**src/rtl/shift_pkg.sv**
```systemverilog
// ----------------------------------------------------------------------------
// shift_pkg
// Definitions shared by the sequential right shifter and its datapath step.
//   SHIFT_N       : operand width (32 is the only width in use)
//   SHAMT_W       : width of a shift amount, 0..SHIFT_N-1
//   shift_state_t : control states IDLE / SHIFT / DONE
// ----------------------------------------------------------------------------
package shift_pkg;

   localparam int SHIFT_N = 32;
   localparam int SHAMT_W = $clog2(SHIFT_N);

   typedef enum logic [1:0] {
      S_IDLE,
      S_SHIFT,
      S_DONE
   } shift_state_t;

endpackage : shift_pkg

```
**src/rtl/shift_right_step.sv**
```systemverilog
// ----------------------------------------------------------------------------
// shift_right_step
// Combinational single-step right shift with an explicit fill bit. The step
// is 1 bit, or 4 bits when i_by4 is set (the fill is then replicated into
// the top 4 bits).
// Ports:
//   i_data [N-1:0] : value to shift
//   i_fill         : bit shifted in at the MSB end
//   i_by4          : 1 = shift by 4, 0 = shift by 1
//   o_data [N-1:0] : shifted value
// ----------------------------------------------------------------------------
module shift_right_step
   import shift_pkg::*;
#(
   parameter int N = SHIFT_N
) (
   input  logic [N-1:0] i_data,
   input  logic         i_fill,
   input  logic         i_by4,
   output logic [N-1:0] o_data
);

   always_comb begin
      if (i_by4) begin
         o_data = {{4{i_fill}}, i_data[N-1:4]};
      end else begin
         o_data = {i_fill, i_data[N-1:1]};
      end
   end

endmodule : shift_right_step

```
**src/rtl/shift_right_sequential.sv**
```systemverilog
// ----------------------------------------------------------------------------
// shift_right_sequential
// Multi-cycle logical / arithmetic right shifter with valid/ready handshakes
// on both the request and the result side. One request is in flight at a
// time; the result is held in DONE until the consumer takes it.
//
// Build option: macro SHIFT_STRIDE4_EN. When defined, the SHIFT state moves
// 4 bit positions per cycle while at least 4 remain, then 1 per cycle.
// When undefined, the shift is strictly 1 bit per cycle. Results and
// handshake behaviour are identical in both builds; only latency differs.
//
// Ports:
//   clk        : clock, rising edge
//   rst        : synchronous active-high reset
//   in_valid   : request present
//   in_ready   : request can be accepted (IDLE only)
//   in_data    : operand
//   in_shamt   : shift amount 0..N-1
//   in_arith   : 1 = sign fill, 0 = zero fill
//   out_valid  : result present (DONE)
//   out_ready  : consumer takes the result
//   out_data   : result; meaningful only while out_valid = 1
//   busy       : any state other than IDLE
// ----------------------------------------------------------------------------
module shift_right_sequential
   import shift_pkg::*;
#(
   parameter int N = SHIFT_N
) (
   input  logic                 clk,
   input  logic                 rst,
   input  logic                 in_valid,
   output logic                 in_ready,
   input  logic [N-1:0]         in_data,
   input  logic [$clog2(N)-1:0] in_shamt,
   input  logic                 in_arith,
   output logic                 out_valid,
   input  logic                 out_ready,
   output logic [N-1:0]         out_data,
   output logic                 busy
);

   localparam int SW = $clog2(N);

   shift_state_t r_state;
   shift_state_t w_state_nxt;
   logic [N-1:0]  r_work;
   logic [N-1:0]  w_work_nxt;
   logic [N-1:0]  w_step;
   logic [SW-1:0] r_remaining;
   logic [SW-1:0] w_remaining_nxt;
   logic [SW-1:0] w_dec;
   logic          r_fill;
   logic          w_fill_nxt;
   logic          w_by4;

`ifdef SHIFT_STRIDE4_EN
   assign w_by4 = (r_remaining >= SW'(4));
`else
   assign w_by4 = 1'b0;
`endif

   // Amount consumed by this cycle's step; the op ends when it uses up the
   // last remaining positions.
   assign w_dec = w_by4 ? SW'(4) : SW'(1);

   shift_right_step #(
      .N (N)
   ) u_step (
      .i_data (r_work),
      .i_fill (r_fill),
      .i_by4  (w_by4),
      .o_data (w_step)
   );

   always_comb begin
      // NOTE: every signal driven here gets a default first, so no path
      // through the case can leave one unassigned and infer a latch.
      w_state_nxt     = r_state;
      w_work_nxt      = r_work;
      w_remaining_nxt = r_remaining;
      w_fill_nxt      = r_fill;

      case (r_state)
         S_IDLE: begin
            if (in_valid) begin
               w_work_nxt      = in_data;
               w_remaining_nxt = in_shamt;
               w_fill_nxt      = in_arith & in_data[N-1];
               w_state_nxt     = (in_shamt == '0) ? S_DONE : S_SHIFT;
            end
         end
         S_SHIFT: begin
            w_work_nxt      = w_step;
            w_remaining_nxt = r_remaining - w_dec;
            if (r_remaining == w_dec) begin
               w_state_nxt = S_DONE;
            end
         end
         S_DONE: begin
            if (out_ready) begin
               w_state_nxt = S_IDLE;
            end
         end
         default: begin
            w_state_nxt = S_IDLE;
         end
      endcase
   end

   always_ff @(posedge clk) begin
      // NOTE: state is updated with non-blocking assignments so every
      // register samples the pre-edge values, independent of statement order.
      if (rst) begin
         r_state     <= S_IDLE;
         // NOTE: the working register is reset too, because it drives
         // out_data directly and that output must read zero after reset.
         r_work      <= '0;
         r_remaining <= '0;
         r_fill      <= 1'b0;
      end else begin
         r_state     <= w_state_nxt;
         r_work      <= w_work_nxt;
         r_remaining <= w_remaining_nxt;
         r_fill      <= w_fill_nxt;
      end
   end

   assign in_ready  = (r_state == S_IDLE);
   assign out_valid = (r_state == S_DONE);
   assign busy      = (r_state != S_IDLE);
   assign out_data  = r_work;

endmodule : shift_right_sequential
```
**config.mk**
```make
export PLATFORM = sky130hd
export DESIGN_NAME = shift_right_sequential
export DESIGN_NICKNAME = d
export VERILOG_FILES = /design/src/rtl/shift_pkg.sv /design/src/rtl/shift_right_step.sv /design/src/rtl/shift_right_sequential.sv
export SDC_FILE = /design/constraint.sdc
export NUM_CORES = 1
export LEC_CHECK = 0
export CORE_ASPECT_RATIO = 0.7
export CORE_MARGIN = 1
export CORE_UTILIZATION = 40
export CTS_CLUSTER_DIAMETER = 120
export DETAILED_ROUTE_END_ITERATION = 10
export PLACE_DENSITY = 0.83
export SYNTH_ARGS = -nofsm -noshare
export SYNTH_HDL_FRONTEND = slang
export SYNTH_SLANG_ARGS = --single-unit
```
**constraint.sdc**
```tcl
create_clock -name clk -period 1.2 [get_ports clk]
set_input_delay 0.24 -clock clk [delete_from_list [all_inputs] [get_ports clk]]
set_output_delay 0.24 -clock clk [all_outputs]
set_load 0.02 [all_outputs]
```
==> insert_results.sql <==
INSERT INTO impl_metrics (metric_group, metric, value, unit) VALUES
('status', 'outcome', 'finished with violations', ''),
('status', 'failing_checks', 'negative setup slack', ''),
('cts', 'clk_root_buffer_cell', 'clkbuf_8', ''),
('setup_path', 'worst_path_largest_cell_delay', '0.33', 'ns'),
('cts', 'clock_insertion_delay_worst_skew', '0.31', 'ns'),
('setup_path', 'timing.critical_path.to_type', 'flop', ''),
('power_and_ir_drop', 'power_density', '2620', 'mW/mm^2'),
('setup_path', 'critical_path.cell_chain', 'buf_6, o21ba_4, buf_12, nor2_1, a311oi_2', ''),
('setup_path', 'start_kind', 'flop', ''),
('global_routing', 'grt_use_total', '24.5', '%'),
('setup_path', 'ff2ff_setup_slack', '-0.17', 'ns'),
('detailed_routing', 'num_vias', '2249', ''),
('yosys', 'synthesis.area', '0.00204', 'sq mm'),
('detailed_routing', 'vias_per_cell', '5.17', ''),
('cts', 'htreeDepth', '2', ''),
('setup_path', 'path_max_fanout', '25', ''),
('flow_run', 'drv_cap', '0', ''),
('sta', 'hold_slack', '0.381', 'ns'),
('yosys', 'post_synth_and_or_nand_nor_area_fraction', '25.3', '%'),
('detailed_routing', 'drt_drc_violations_left', '0', ''),
('setup_path', 'worstPathRequired', '1.41', 'ns'),
('detailed_routing', 'first_pass_iters', '4', ''),
('cells_and_area', 'final_layout_size_suffix_gt1_share', '46.4', '%'),
('die', 'die_area', '0.00540', 'sq mm'),
('global_routing', 'antenna_violations_before_repair', '0', ''),
('global_routing', 'globalRoute.totalOverflow', '0', ''),
('yosys', 'synth_seq_area_share', '39.2', '%'),
('setup_path', 'worst_ep_arrival_time', '1.59', 'ns'),
('yosys', 'post_synth_mux_area_share', '0', '%'),
('cells_and_area', 'design_area_final', '0.00349', 'sq mm'),
('global_routing', 'wire_length_of_the_first_global_routing_pass', '9990', 'microns'),
('power_and_ir_drop', 'peakVddDrop', '0.00131', 'V'),
('placed_design', 'buffer_ports.inserted', '76', ''),
('cts', 'cts_hold_repair.buffers', '0', ''),
('sta', 'final-hold-violation-count', '0', ''),
('sta', 'slew_headroom', '71.2', '%'),
('die', 'die_y', '61.8', 'microns'),
('setup_path', 'path_buf_inv', '2', ''),
('cts', 'clock_path_buffers', '2', ''),
('global_routing', 'grt_pass1_vias', '2108', ''),
('setup_path', 'cp_top_family', 'compound AO/OA/AOI/OAI gates', ''),
('die', 'initial_core_util', '42.2', '%'),
('sta', 'layout_min_cycle_time', '1.37', 'ns'),
('placed_design', 'gp_congestion', '0.865', ''),
('sta', 'grt_setup_unrepaired', 'yes', ''),
('setup_path', 'worst-setup-path-type', 'flop to flop', ''),
('cts', 'worst_setup_hold_path_clk_slew', '0.08', 'ns'),
('placed_design', 'dpl.cell_count', '418', ''),
('power_and_ir_drop', 'leakagePower', '1.51', 'nW'),
('die', 'core_area', '0.00483', 'sq mm'),
('sta', 'layout_worst_path_cycle_share', '115', '%'),
('detailed_routing', 'wirelength', '6490', 'microns'),
('detailed_routing', 'drt_iter0_drc', '103', ''),
('cells_and_area', 'diodes', '0', ''),
('sta', 'setup_viol', '41', ''),
('yosys', 'netlist-cell-type-count', '33', ''),
('die', 'design.portCount', '77', ''),
('cells_and_area', 'nFillCells', '371', ''),
('cells_and_area', 'final_cell_count_no_fill', '435', ''),
('yosys', 'xor_and_xnor_fraction_of_the_mapped_netlist_area', '0', '%'),
('die', 'fp-row-count', '21', ''),
('cts', 'cts_tree', 'built', ''),
('yosys', 'cell_count_after_synthesis', '241', ''),
('sta', 'worst_slew_pin_slew', '0.432', 'ns'),
('die', 'floorplan.die.width', '87.4', 'microns'),
('sta', 'final_worst_setup_slack', '-0.175', 'ns'),
('yosys', 'synthesis.nets', '285', ''),
('detailed_routing', 'postRouteAntennaNets', '0', ''),
('yosys', 'synthAdderAreaFrac', '1.23', '%'),
('cells_and_area', 'final_nets', '409', ''),
('hold_path', 'hold_path.class', 'primary input to flop', '');
[Yosys cell counts]
master    number  area, sq um
a211oi_1       2         15.0
nor3_1         6         30.0
o21bai_1       1         7.51
nand3b_1       2         15.0
nor2b_1        2         12.5
o31a_1         1         8.76
nor4_1         1         6.26
nor4b_1        1         8.76
o41ai_1        2         17.5
a311oi_2      20          300
nand2b_1       2         12.5
nand4_1        2         12.5
nand3_1        1         5.00
buf_1          1         3.75
nor3b_1        1         7.51
or3b_2         1         8.76
dfxtp_1       40          801
o21ba_1        1         10.0
buf_2          5         25.0
a21oi_1        5         25.0
buf_6          6         67.6
a211o_1        1         8.76
nor2_1        40          150
inv_1          3         11.3
a31o_2         1         8.76
buf_4          6         45.0
a21bo_2        1         10.0
nand2_1       66          248
a311oi_1      12          105
clkbuf_1       4         15.0
a21o_1         1         7.51
ha_1           2         25.0
o211ai_1       1         7.51
[layout by cell type (no fill, tap or decap), types with 2 or more instances in the layout]
| cell type | n |
|---|---|
| inv_1 | 2 |
| dfxtp_1 | 38 |
| buf_4 | 49 |
| buf_8 | 2 |
| a311oi_1 | 5 |
| buf_6 | 10 |
| a21oi_1 | 5 |
| a311oi_2 | 27 |
| clkinv_2 | 2 |
| nor2_1 | 36 |
| nand2_4 | 4 |
| clkdlybuf4s50_1 | 39 |
| clkbuf_2 | 20 |
| nor2_2 | 3 |
| nand3b_1 | 2 |
| buf_12 | 4 |
| nor3_1 | 5 |
| nand2_2 | 13 |
| nand2_1 | 49 |
| buf_2 | 6 |
| nand4_1 | 2 |
| clkbuf_8 | 6 |
| ha_1 | 2 |
| clkdlybuf4s15_2 | 7 |
[what timing repair did]
action                                  4_1_cts  5_1_grt
pin swaps                                    14       19
gates cloned                                  2        0
endpoints found under the setup margin       74       67
setup buffers                                 5        2
resized for setup                           122       57
[cell type report]
type	instances	area [sq um]	share of cell area (%)
inverters	3	11.3	0.323
clock inverters	2	10.0	0.287
repair buffers	139	1230	35.3
multi-input cells	176	1260	36.2
clock buffers	6	82.6	2.37
well taps	69	86.3	2.47
flip-flops and latches	40	806	23.1
[registers in the layout (all words and copies together) (netlist names)]
name         flops
r_state          2
out_data        32
r_remaining      5
r_fill           1
[layer usage]
layer	GRT usage, %	vias to the layer above	routed length (microns)
met2	40.7	67	3150
met1	31.2	1079	2920
met5	0	-	0
li1	-	1096	-
met3	6.74	7	348
met4	8.43	0	68
[logic make-up (layout without fill, tap and decap cells)]
| group | Yosys count | after routing |
|---|---|---|
| simple gates | 125 | 125 |
| compound gates | 49 | 49 |
| flops | 40 | 40 |
| buf+inv | 25 | 150 |
| fa+ha+maj | 2 | 2 |
[where the power goes]
part           total [mW]  internal, mW  switching, mW
clock network       0.959         0.459          0.500
logic                5.97          2.92           3.05
registers            2.22          1.84          0.377
[path summary, 6_finish.rpt]
path,from,to,cells past startpoint
worst max-delay path,r_state[1],out_data[9],5
worst min-delay path,rst,r_remaining[1],2
worst max register to register,r_state[1],out_data[9],5
worst min register to register,out_data[1],out_data[0],2
[per-stage QoR]
stage / worst slack [ns] / setup TNS, ns / utilization [%]
3_5_place_dp: -0.508 / -17.71 / 65.9
3_3_place_gp: -0.435 / -15.91 / 65.9
4_1_cts: -0.159 / -4.81 / 71.8
6_report: -0.175 / -5.21 / 72.2
2_1_floorplan: -0.00100 / -0.00100 / -
5_1_grt: -0.233 / -7.21 / 72.2
[worst register-to-register path: stages (launching register included)]
cell and delay (ns):
dfxtp_2 0.33, buf_6 0.13, o21ba_4 0.28, buf_12 0.20, nor2_1 0.08, a311oi_2 0.26
Note: power is estimated with default switching activity, not from simulation.
==> variant, RTL diff (config.mk and constraints unchanged) <==
The package constant `SHIFT_N` goes from 32 to 16. Comments in the files are not updated.
--- a/src/rtl/shift_pkg.sv
+++ b/src/rtl/shift_pkg.sv
@@ -7,7 +7,7 @@
 // ----------------------------------------------------------------------------
 package shift_pkg;
 
-   localparam int SHIFT_N = 32;
+   localparam int SHIFT_N = 16;
    localparam int SHAMT_W = $clog2(SHIFT_N);
 
    typedef enum logic [1:0] {
Ports: changed (resized in_data, in_shamt and out_data); port bits go from 77 to 44. No check against the original RTL was run, so the function may have changed too.
==> variant against the unedited design <==
Worst hold slack improved by 0.11 ns. Global-route usage fell by 2.2 points. The flow still finishes with violations (negative setup slack). Cell count fell by 42%. Worst setup slack improved by 0.033 ns. Routed wire length fell by 35%. Critical path depth fell by 1. Synthesized cell count fell by 41%. Cell area fell by 37%. Fmax rose by 2.5%. Sequential cell count fell by 17. Synthesized area fell by 38%. Critical path type unchanged. Power fell by 66%. Critical endpoint is now r_remaining[0]$_SDFFE_PP0P_.
==> variant: results <==
outcome:
  status: "finished with violations"
  violations: "negative setup slack"
sta:
  hold-worst-slack_ns: 0.486
  fin_ws_ns: -0.142
  finalSetupViolCount: 21
routing:
  vias: 1383
  drtPass1Iterations: 7
  wl_um: 4190
power:
  comb-power_uw: 1640
  leakage_uw: 0.000975
  ir_drop_mv: 0.791
  p_seq_share_pct: 31.5
critical_path:
  worst-path-max-fanout: 10
  rr_startpoint: "r_state[0]$_SDFFE_PP0P_"
  rr_worst_depth: 4
  arrival_ns: 1.53
  cp-endpoint: "r_remaining[0]$_SDFFE_PP0P_"
yosys:
  muxShareOfSynthArea_pct: 0.785
  synth_compound_area_share_pct: 29.8
  synth-seq-area-share_pct: 36.1
  ys_types: 31
  synthTopCellsByCount: "nand2_1, dfxtp_1, nor2_1"
  synthCells: 141
placed_design:
  dpl-instance-area_sq_mm: 0.00192
  dp_hpwl_um: 2480
  dp_slack_ns: -0.295
  gp_congestion: 0.911
  port_buffers: 43
grt:
  grt_max_degree: 19
  track_usage_pct: 22.2
  grt_pass1_wl_um: 6090
clock_tree:
  cts_buffers: 3
  cts_max_level: 1
finish:
  drive_gt1_share_pct: 48.6
  fillers: 190
  largest_reg_flops: 16
## variant: cell types whose count changed in the layout (fill, tap and decap cells not counted), sizes merged, moves of 3 or more
cell           before  now
a311oi             32   17
nor3                6    1
clkdlybuf4s50      39   23
buf                71   42
o21ai               0    3
nand2              66   34
nor2               40   22
dfxtp              40   23
clkbuf             26   16
## variant: cell type report
class	count	area [sq um]	area share [%]
clock buffers	3	41.3	1.88
clock inverters	1	5.00	0.227
inverters	5	18.8	0.852
multi-input cells	101	815	37.0
flip-flops and latches	23	468	21.3
well taps	36	45.0	2.05
repair buffers	85	810	36.8
## variant: repair_timing
action,in CTS,in global routing
setup buffers,3,6
pin swaps,1,11
setup endpoints to repair,40,41
resized for setup,41,57
gates cloned,1,2
endpoints found under the hold margin,0,0
## variant: layer usage
metal  track usage, %  up-vias  routed length [um]  part of all wire (%)
li1                 -      655                   -                     -
met1             27.3      668                1800                    43
met2             40.0       55                2130                    51
met3             4.96        5                 232                   5.5
met4             4.42        0                  23                  0.55
met5                0        -                   0                     0
